### config.mk
export PLATFORM = sky130hd
export DESIGN_NAME = multicycle_ctrl_fsm
export DESIGN_NICKNAME = d
export VERILOG_FILES = /design/src/rtl/multicycle_ctrl_fsm.sv
export SDC_FILE = /design/constraint.sdc
export NUM_CORES = 1
export LEC_CHECK = 0
export BUFFER_PORTS_ARGS = -buffer_cell sky130_fd_sc_hd__buf_2
export CAP_MARGIN = 20
export CORE_MARGIN = 4
export CORE_UTILIZATION = 52
export CTS_CLUSTER_SIZE = 24
export DETAILED_ROUTE_END_ITERATION = 7
export GPL_TIMING_DRIVEN = 0
export PLACE_DENSITY = 0.86
export SYNTH_ARGS = -nofsm -noshare
export SYNTH_HDL_FRONTEND = slang
export SYNTH_SLANG_ARGS = --single-unit
### constraint.sdc
create_clock -name clk -period 3.85 [get_ports clk]
set_input_delay 0.385 -clock clk [delete_from_list [all_inputs] [get_ports clk]]
set_output_delay 0.385 -clock clk [all_outputs]
set_load 0.02 [all_outputs]
### src/rtl/multicycle_ctrl_fsm.sv
// Moore control FSM for the multicycle RISC-V datapath, with a memory-ready wait counter.
// Optional: define ILLEGAL_OP_TRAP_EN to trap unlisted opcodes in a TRAP state.
module multicycle_ctrl_fsm #(
  parameter int WAIT_CNT_W = 4
) (
  input  logic       clk,
  input  logic       rst_n,
  input  logic [6:0] op,
  input  logic       zero,
  input  logic       mem_ready,
  output logic       pc_write,
  output logic       adr_src,
  output logic       mem_write,
  output logic       ir_write,
  output logic [1:0] result_src,
  output logic [1:0] alu_src_a,
  output logic [1:0] alu_src_b,
  output logic [1:0] alu_op,
  output logic [1:0] imm_src,
  output logic       reg_write,
  output logic       instr_done,
  output logic       mem_timeout,
  output logic       illegal_op
);

  localparam logic [6:0] OP_LW  = 7'b0000011;
  localparam logic [6:0] OP_SW  = 7'b0100011;
  localparam logic [6:0] OP_R   = 7'b0110011;
  localparam logic [6:0] OP_I   = 7'b0010011;
  localparam logic [6:0] OP_BEQ = 7'b1100011;
  localparam logic [6:0] OP_JAL = 7'b1101111;

  localparam logic [WAIT_CNT_W-1:0] CNT_MAX = '1;

  typedef enum logic [3:0] {
    FETCH    = 4'd0,
    DECODE   = 4'd1,
    MEMADR   = 4'd2,
    MEMREAD  = 4'd3,
    MEMWB    = 4'd4,
    MEMWRITE = 4'd5,
    EXECR    = 4'd6,
    EXECI    = 4'd7,
    ALUWB    = 4'd8,
    BEQ      = 4'd9,
    JAL      = 4'd10
`ifdef ILLEGAL_OP_TRAP_EN
    , TRAP   = 4'd11
`endif
  } state_t;

  state_t                state;
  logic [WAIT_CNT_W-1:0] wait_cnt;
  logic                  waiting;
  logic                  op_known;
  logic                  pc_write_d;
  logic                  mem_write_d;
  logic                  ir_write_d;
  logic                  reg_write_d;

  always_comb begin
    op_known = 1'b0;
    case (op)
      OP_LW, OP_SW, OP_R, OP_I, OP_BEQ, OP_JAL: op_known = 1'b1;
      default:                                  op_known = 1'b0;
    endcase
  end

  assign waiting = ((state == FETCH) || (state == MEMREAD) || (state == MEMWRITE)) && !mem_ready;

  // The FSM never aborts a stalled access; the counter only flags it via the sticky timeout.
  always_ff @(posedge clk or negedge rst_n) begin
    if (!rst_n) begin
      state       <= FETCH;
      wait_cnt    <= '0;
      mem_timeout <= 1'b0;
    end else begin
      if (waiting) begin
        if (wait_cnt != CNT_MAX) wait_cnt <= wait_cnt + 1'b1;
        if (wait_cnt == CNT_MAX - 1'b1) mem_timeout <= 1'b1;
      end else begin
        wait_cnt <= '0;
      end

      case (state)
        FETCH:    if (mem_ready) state <= DECODE;
        DECODE: begin
          if (!op_known) begin
`ifdef ILLEGAL_OP_TRAP_EN
            state <= TRAP;
`else
            state <= FETCH;
`endif
          end else begin
            case (op)
              OP_LW, OP_SW: state <= MEMADR;
              OP_R:         state <= EXECR;
              OP_I:         state <= EXECI;
              OP_BEQ:       state <= BEQ;
              OP_JAL:       state <= JAL;
              default:      state <= FETCH;
            endcase
          end
        end
        MEMADR:   state <= (op == OP_LW) ? MEMREAD : MEMWRITE;
        MEMREAD:  if (mem_ready) state <= MEMWB;
        MEMWB:    state <= FETCH;
        MEMWRITE: if (mem_ready) state <= FETCH;
        EXECR:    state <= ALUWB;
        EXECI:    state <= ALUWB;
        ALUWB:    state <= FETCH;
        BEQ:      state <= FETCH;
        JAL:      state <= ALUWB;
`ifdef ILLEGAL_OP_TRAP_EN
        TRAP:     state <= TRAP;
`endif
        default:  state <= FETCH;
      endcase
    end
  end

  always_comb begin
    pc_write_d  = 1'b0;
    adr_src     = 1'b0;
    mem_write_d = 1'b0;
    ir_write_d  = 1'b0;
    result_src  = 2'b00;
    alu_src_a   = 2'b00;
    alu_src_b   = 2'b00;
    alu_op      = 2'b00;
    reg_write_d = 1'b0;
    instr_done  = 1'b0;
    case (state)
      FETCH: begin
        alu_src_b  = 2'b10;
        result_src = 2'b10;
        ir_write_d = mem_ready;
        pc_write_d = mem_ready;
      end
      DECODE: begin
        alu_src_a = 2'b01;
        alu_src_b = 2'b01;
`ifndef ILLEGAL_OP_TRAP_EN
        instr_done = !op_known;
`endif
      end
      MEMADR: begin
        alu_src_a = 2'b10;
        alu_src_b = 2'b01;
      end
      MEMREAD:  adr_src = 1'b1;
      MEMWB: begin
        result_src  = 2'b01;
        reg_write_d = 1'b1;
        instr_done  = 1'b1;
      end
      MEMWRITE: begin
        adr_src     = 1'b1;
        mem_write_d = 1'b1;
        instr_done  = mem_ready;
      end
      EXECR: begin
        alu_src_a = 2'b10;
        alu_op    = 2'b10;
      end
      EXECI: begin
        alu_src_a = 2'b10;
        alu_src_b = 2'b01;
        alu_op    = 2'b10;
      end
      ALUWB: begin
        reg_write_d = 1'b1;
        instr_done  = 1'b1;
      end
      BEQ: begin
        alu_src_a  = 2'b10;
        alu_op     = 2'b01;
        pc_write_d = zero;
        instr_done = 1'b1;
      end
      JAL: begin
        alu_src_a  = 2'b01;
        alu_src_b  = 2'b10;
        pc_write_d = 1'b1;
      end
      default: ;
    endcase
  end

  // Reset returns state to FETCH at once, but FETCH would still enable on mem_ready; gate it.
  assign pc_write  = pc_write_d  & rst_n;
  assign mem_write = mem_write_d & rst_n;
  assign ir_write  = ir_write_d  & rst_n;
  assign reg_write = reg_write_d & rst_n;

  always_comb begin
    imm_src = 2'b00;
    case (op)
      OP_SW:   imm_src = 2'b01;
      OP_BEQ:  imm_src = 2'b10;
      OP_JAL:  imm_src = 2'b11;
      default: imm_src = 2'b00;
    endcase
  end

`ifdef ILLEGAL_OP_TRAP_EN
  assign illegal_op = (state == TRAP);
`else
  assign illegal_op = 1'b0;
`endif

endmodule

# Word level (Yosys, flattened, before mapping)
# Cells that the tools add are included.
# classes
n_bitwise,4
muxes,21
order_cmp,0
n_eq_ne,22
n_addsub,1
reduce_logical,19
n_mul,0
div_mod_pow,0
shift,0
# op_table
op,count
$mux 4,6
$pmux 4 s6,1
$pmux 4 s5,1
$eq 4x3->1 const B,4
$eq 4x4->1 const B,4
$pmux 2 s2,4
$eq 7x6->1 const B,2
$eq 7x7->1 const B,2
$reduce_or 2->1,6
$reduce_or 3->1,3
$eq 4x2->1 const B,2
$eq 7x2->1 const B,1
$eq 7x5->1 const B,1
$ne 2x2->1 const B,3
$pmux 1 s3,2
$pmux 2 s3,1
$reduce_or 6->1,1
$mux 1,5
$add 4x1->4 const B,1
$and 1x1->1,4
$eq 4x1->1 const B,1
$logic_not 4->1,1
$ne 4x4->1 const B,1
$reduce_or 4->1,1
7 further kinds,9
# word_totals
rom_bits,0
n_memories,0
ramBits,0
latchBits,0
out_inout_bits,18
in_bits,11
wordCells,70
regBits,9

# Longest topological paths before layout
# depth
ltp_word,5
mapped_depth,5
ltp_nobuf,4

# Worst setup path after synthesis
# OpenSTA, ideal clock, no wires.
# synth_path
path_kind,register to output
startpoint,reg state[1]
endpoint,out ir_write
arrival_time_ns,1.827
t_required_ns,3.465
slack_ns,1.638
path_stages_with_launch,5
n_path_buf,2
cell_sequence,dfrtp_1 > buf_6 > clkbuf_1 > nor4_1 > and3_1
# synth_between
elab_chain_cells,3
# synth_rtl
element,line,rtl
"start, declared",52,state_t state;
"start signal, assigned",105,MEMADR: state <= (op == OP_LW) ? MEMREAD : MEMWRITE;
$logic_not 4->1,133,case (state)
$mux 1,133,
$and 1x1->1,193,assign ir_write = ir_write_d & rst_n;
"end, declared",14,"output logic ir_write,"
# No other way between the ends.

# Final worst setup path
# layout_path
startpoint,reg state[2]
endpoint,out instr_done
# layout_between
elab_chain_cells,3
word_cells_on_any_way,7
classes_between,eq/ne (5); mux (1); reduce/logical (1)
# layout_rtl
element,line,rtl
$eq 4x4->1 / $eq 4x3->1 (equally long branches),133,
$reduce_or 3->1 (no source line),n/a,
$pmux 1 s3 (*),133,
"end, declared",21,"output logic instr_done,"
# Every way passes the cells marked *; elsewhere a longest branch is shown, timed or not.

==> impl_metrics.tcl <==
set metrics [dict create \
    grt_max_degree 14 \
    synth_area_leaders "dfrtp_1 27%, nor2_1 6.3%, o21ai_0 5.4%" \
    cap_violations 0 \
    design_area_um2 1030 \
    end_kind "primary output" \
    initial_core_util_pct 55.2 \
    holdWs_ps 474 \
    grt_overflow_total 0 \
    dieWidth_um 48.2 \
    drive_gt1_share_pct 29.1 \
    switching_share_pct 36.4 \
    place_congestion 0.838 \
    reg2regPathDepth 5 \
    hold_violations 0 \
    crit_family "buffers and inverters" \
    root_buffer "clkbuf_4" \
    coreArea_um2 1520 \
    clock_latency_ps 260 \
    routed_wl_um 1920 \
    min_to "mem_timeout$_DFFE_PN0P_" \
    critical_path_required_ps 3460 \
    synth_area_um2 841 \
    syn_inst 109 \
    slew_violations 0 \
    r2r-start "state[1]$_DFFE_PN0P_" \
    rows 14 \
    synth_ff_type "dfrtp_1" \
    cts_tree "done" \
    cp_max_fo 10 \
    power.density_nw_per_um2 279 \
    placed_cell_area_um2 996 \
    vias_per_cell 5.66 \
    yosys_warnings 0 \
    p_sw_uw 105 \
    finalSetupViolCount 0 \
    crit_type "reg2out" \
    critical-path-max-stage-delay_ps 440 \
    fillers 142 \
    cts_made_buffers 3 \
    fp.dieH_um 48.2 \
    io_buffers 27 \
    cts_max_level 1 \
    drc_errors 0 \
    drtPass1Iterations 4 \
    die-area_um2 2320 \
    synth_edf_count 0 \
    ir_worst_vdd_mv 0.228 \
    synth.top_cell.area_share_pct 26.8 \
    setup_tns_ps 0 \
    start_kind "register" \
    hpwl_um 1520 \
    final_common_cell "buf_2" \
    ctsResizeCount 0 \
    cts.path.max_buffers 2 \
    ys_types 40 \
    final_util_pct 67.7 \
    r2r_end "state[0]$_DFFE_PN0P_" \
    arrival_ps 1690 \
    grt_pass1_wl_um 2950 \
    fin_crit_sh_pct 54.0 \
    p_comb_share_pct 38.4 \
    yosysTopAreaCell "dfrtp_1" \
    hold_path_class "reg2reg" \
    wire_per_inst_um 12.2 \
    path_cells "clkbuf_1, nor2b_1, nand2_1, a31oi_1, buf_2" \
    total_leakage_power_uw 0.000501 \
    area_delta_synth_final_pct 22.8 \
    min_path_cells 1 \
    seq_power_share_pct 37.2 \
    status "completed" \
    multi_input_area_um2 553 \
    regArea_um2 225 \
    rsz0062_at_grt "no" \
    crit_buf_inv 2 \
    worstHoldStart "mem_timeout$_DFFE_PN0P_" \
    clock_skew_ps 5.24 \
    reg2reg_slack_ps 2240 \
    clk_pin_slew_worst_paths_ps 60 \
    vias 888 \
    num_io_pins 29 \
    grtUsageTotal_pct 17.9 \
    drtIter0Drc 10 \
    clock-sinks 9 \
    p_int_uw 183 \
    synthArstFlopShare_pct 100 \
    syn_nets 122 \
    grt_pass1_vias 688 \
    diodes 0 \
    ant_nets 0 \
    fin_nets 155 \
    critical-path-slowest-cell "dfrtp_1" \
    period_needed_ps 2080 \
    antenna_found_initial 0 \
    synth-seq-cells 9 \
    clkPwrFrac_pct 24.4 \
    layout_common_cells "27 x buf_2, 14 x nor2_1, 9 x nand2_1, 9 x o21ai_0, 9 x dfrtp_1" \
    avgSynthCellArea_um2 7.71 \
    fmax_mhz 481 \
    ys_seq_area_share_pct 26.8 \
]
-- metrics by stage --
step / std cells / power (uW) / worst slack, ps
4_1_cts: 157 / 291 / 1760
3_5_place_dp: 152 / 219 / 1890
6_report: 157 / 288 / 1770
3_3_place_gp: 152 / 216 / 1950
5_1_grt: 157 / 308 / 1610
2_1_floorplan: 109 / 183 / 1640
-- registers in the layout, indices dropped and copies added, names as in the netlist --
signal       flops
state            4
wait_cnt         4
mem_timeout      1
-- how the worst max path moves through the flow --
stage                          from          to  slack, ps  cells after the start
2_1_floorplan  state[1]$_DFFE_PN0P_    ir_write       1640                      4
3_3_place_gp                  op[4]  imm_src[0]       1950                      6
3_5_place_dp                  op[4]  imm_src[0]       1890                      6
4_1_cts        state[2]$_DFFE_PN0P_  instr_done       1760                      5
5_1_grt        state[2]$_DFFE_PN0P_  instr_done       1610                      5
6_report       state[2]$_DFFE_PN0P_  instr_done       1770                      5
-- power groups by stage --
| stage | Combinational [uW] | Clock [uW] | Sequential (uW) |
|---|---|---|---|
| detailed placement | 110 | 0 | 109 |
| floorplan | 75.9 | 0 | 107 |
| CTS | 111 | 72.9 | 107 |
| finish | 111 | 70.1 | 107 |
| global route | 121 | 78.8 | 108 |
| global placement | 108 | 0 | 108 |
-- layer usage --
| metal | GRT usage [%] | vias to the layer above | share of wire, % |
|---|---|---|---|
| li1 | - | 452 | - |
| met5 | 0 | - | 0 |
| met2 | 29.4 | 21 | 49 |
| met4 | 1.61 | 0 | 0.42 |
| met1 | 23.3 | 413 | 44 |
| met3 | 6.64 | 2 | 6.5 |
-- area by class of cell --
cell class,instances,area share (%)
Buffer,7,5.33
Sequential cell,9,21.8
Inverter,2,0.727
Multi-Input combinational cell,91,53.6
Tap cell,16,1.94
Clock buffer,4,2.55
Timing Repair Buffer,28,14.1
-- kinds of logic (layout without fill, tap and decap cells) --
| kind of cell | after synthesis | in the layout | synth area share [%] |
|---|---|---|---|
| compound gates | 24 | 24 | 18.2 |
| xor+xnor | 4 | 4 | 4.17 |
| fa+ha+maj | 2 | 2 | 2.98 |
| buf+inv | 9 | 41 | 7.44 |
| flops | 9 | 9 | 26.8 |
| other cells | 1 | 1 | 0.446 |
| simple gates | 60 | 60 | 40.0 |
-- Yosys cell counts, drive strengths merged (2+ instances only) --
library cell	count
a211oi	2
a21oi	4
a31oi	3
and3	2
and3b	2
buf	3
clkbuf	4
dfrtp	9
ha	2
inv	2
nand2	9
nand2b	4
nand3	5
nand3b	2
nand4	2
nor2	14
nor2b	3
nor3	6
nor3b	3
o21ai	9
or2b	2
xnor2	3
-- repair_timing --
item | CTS | global route
hold buffers | 1 | 0
buffers inserted | 0 | 0
hold endpoints to repair | 4 | 0
Note: power is estimated with default switching activity, not from simulation.
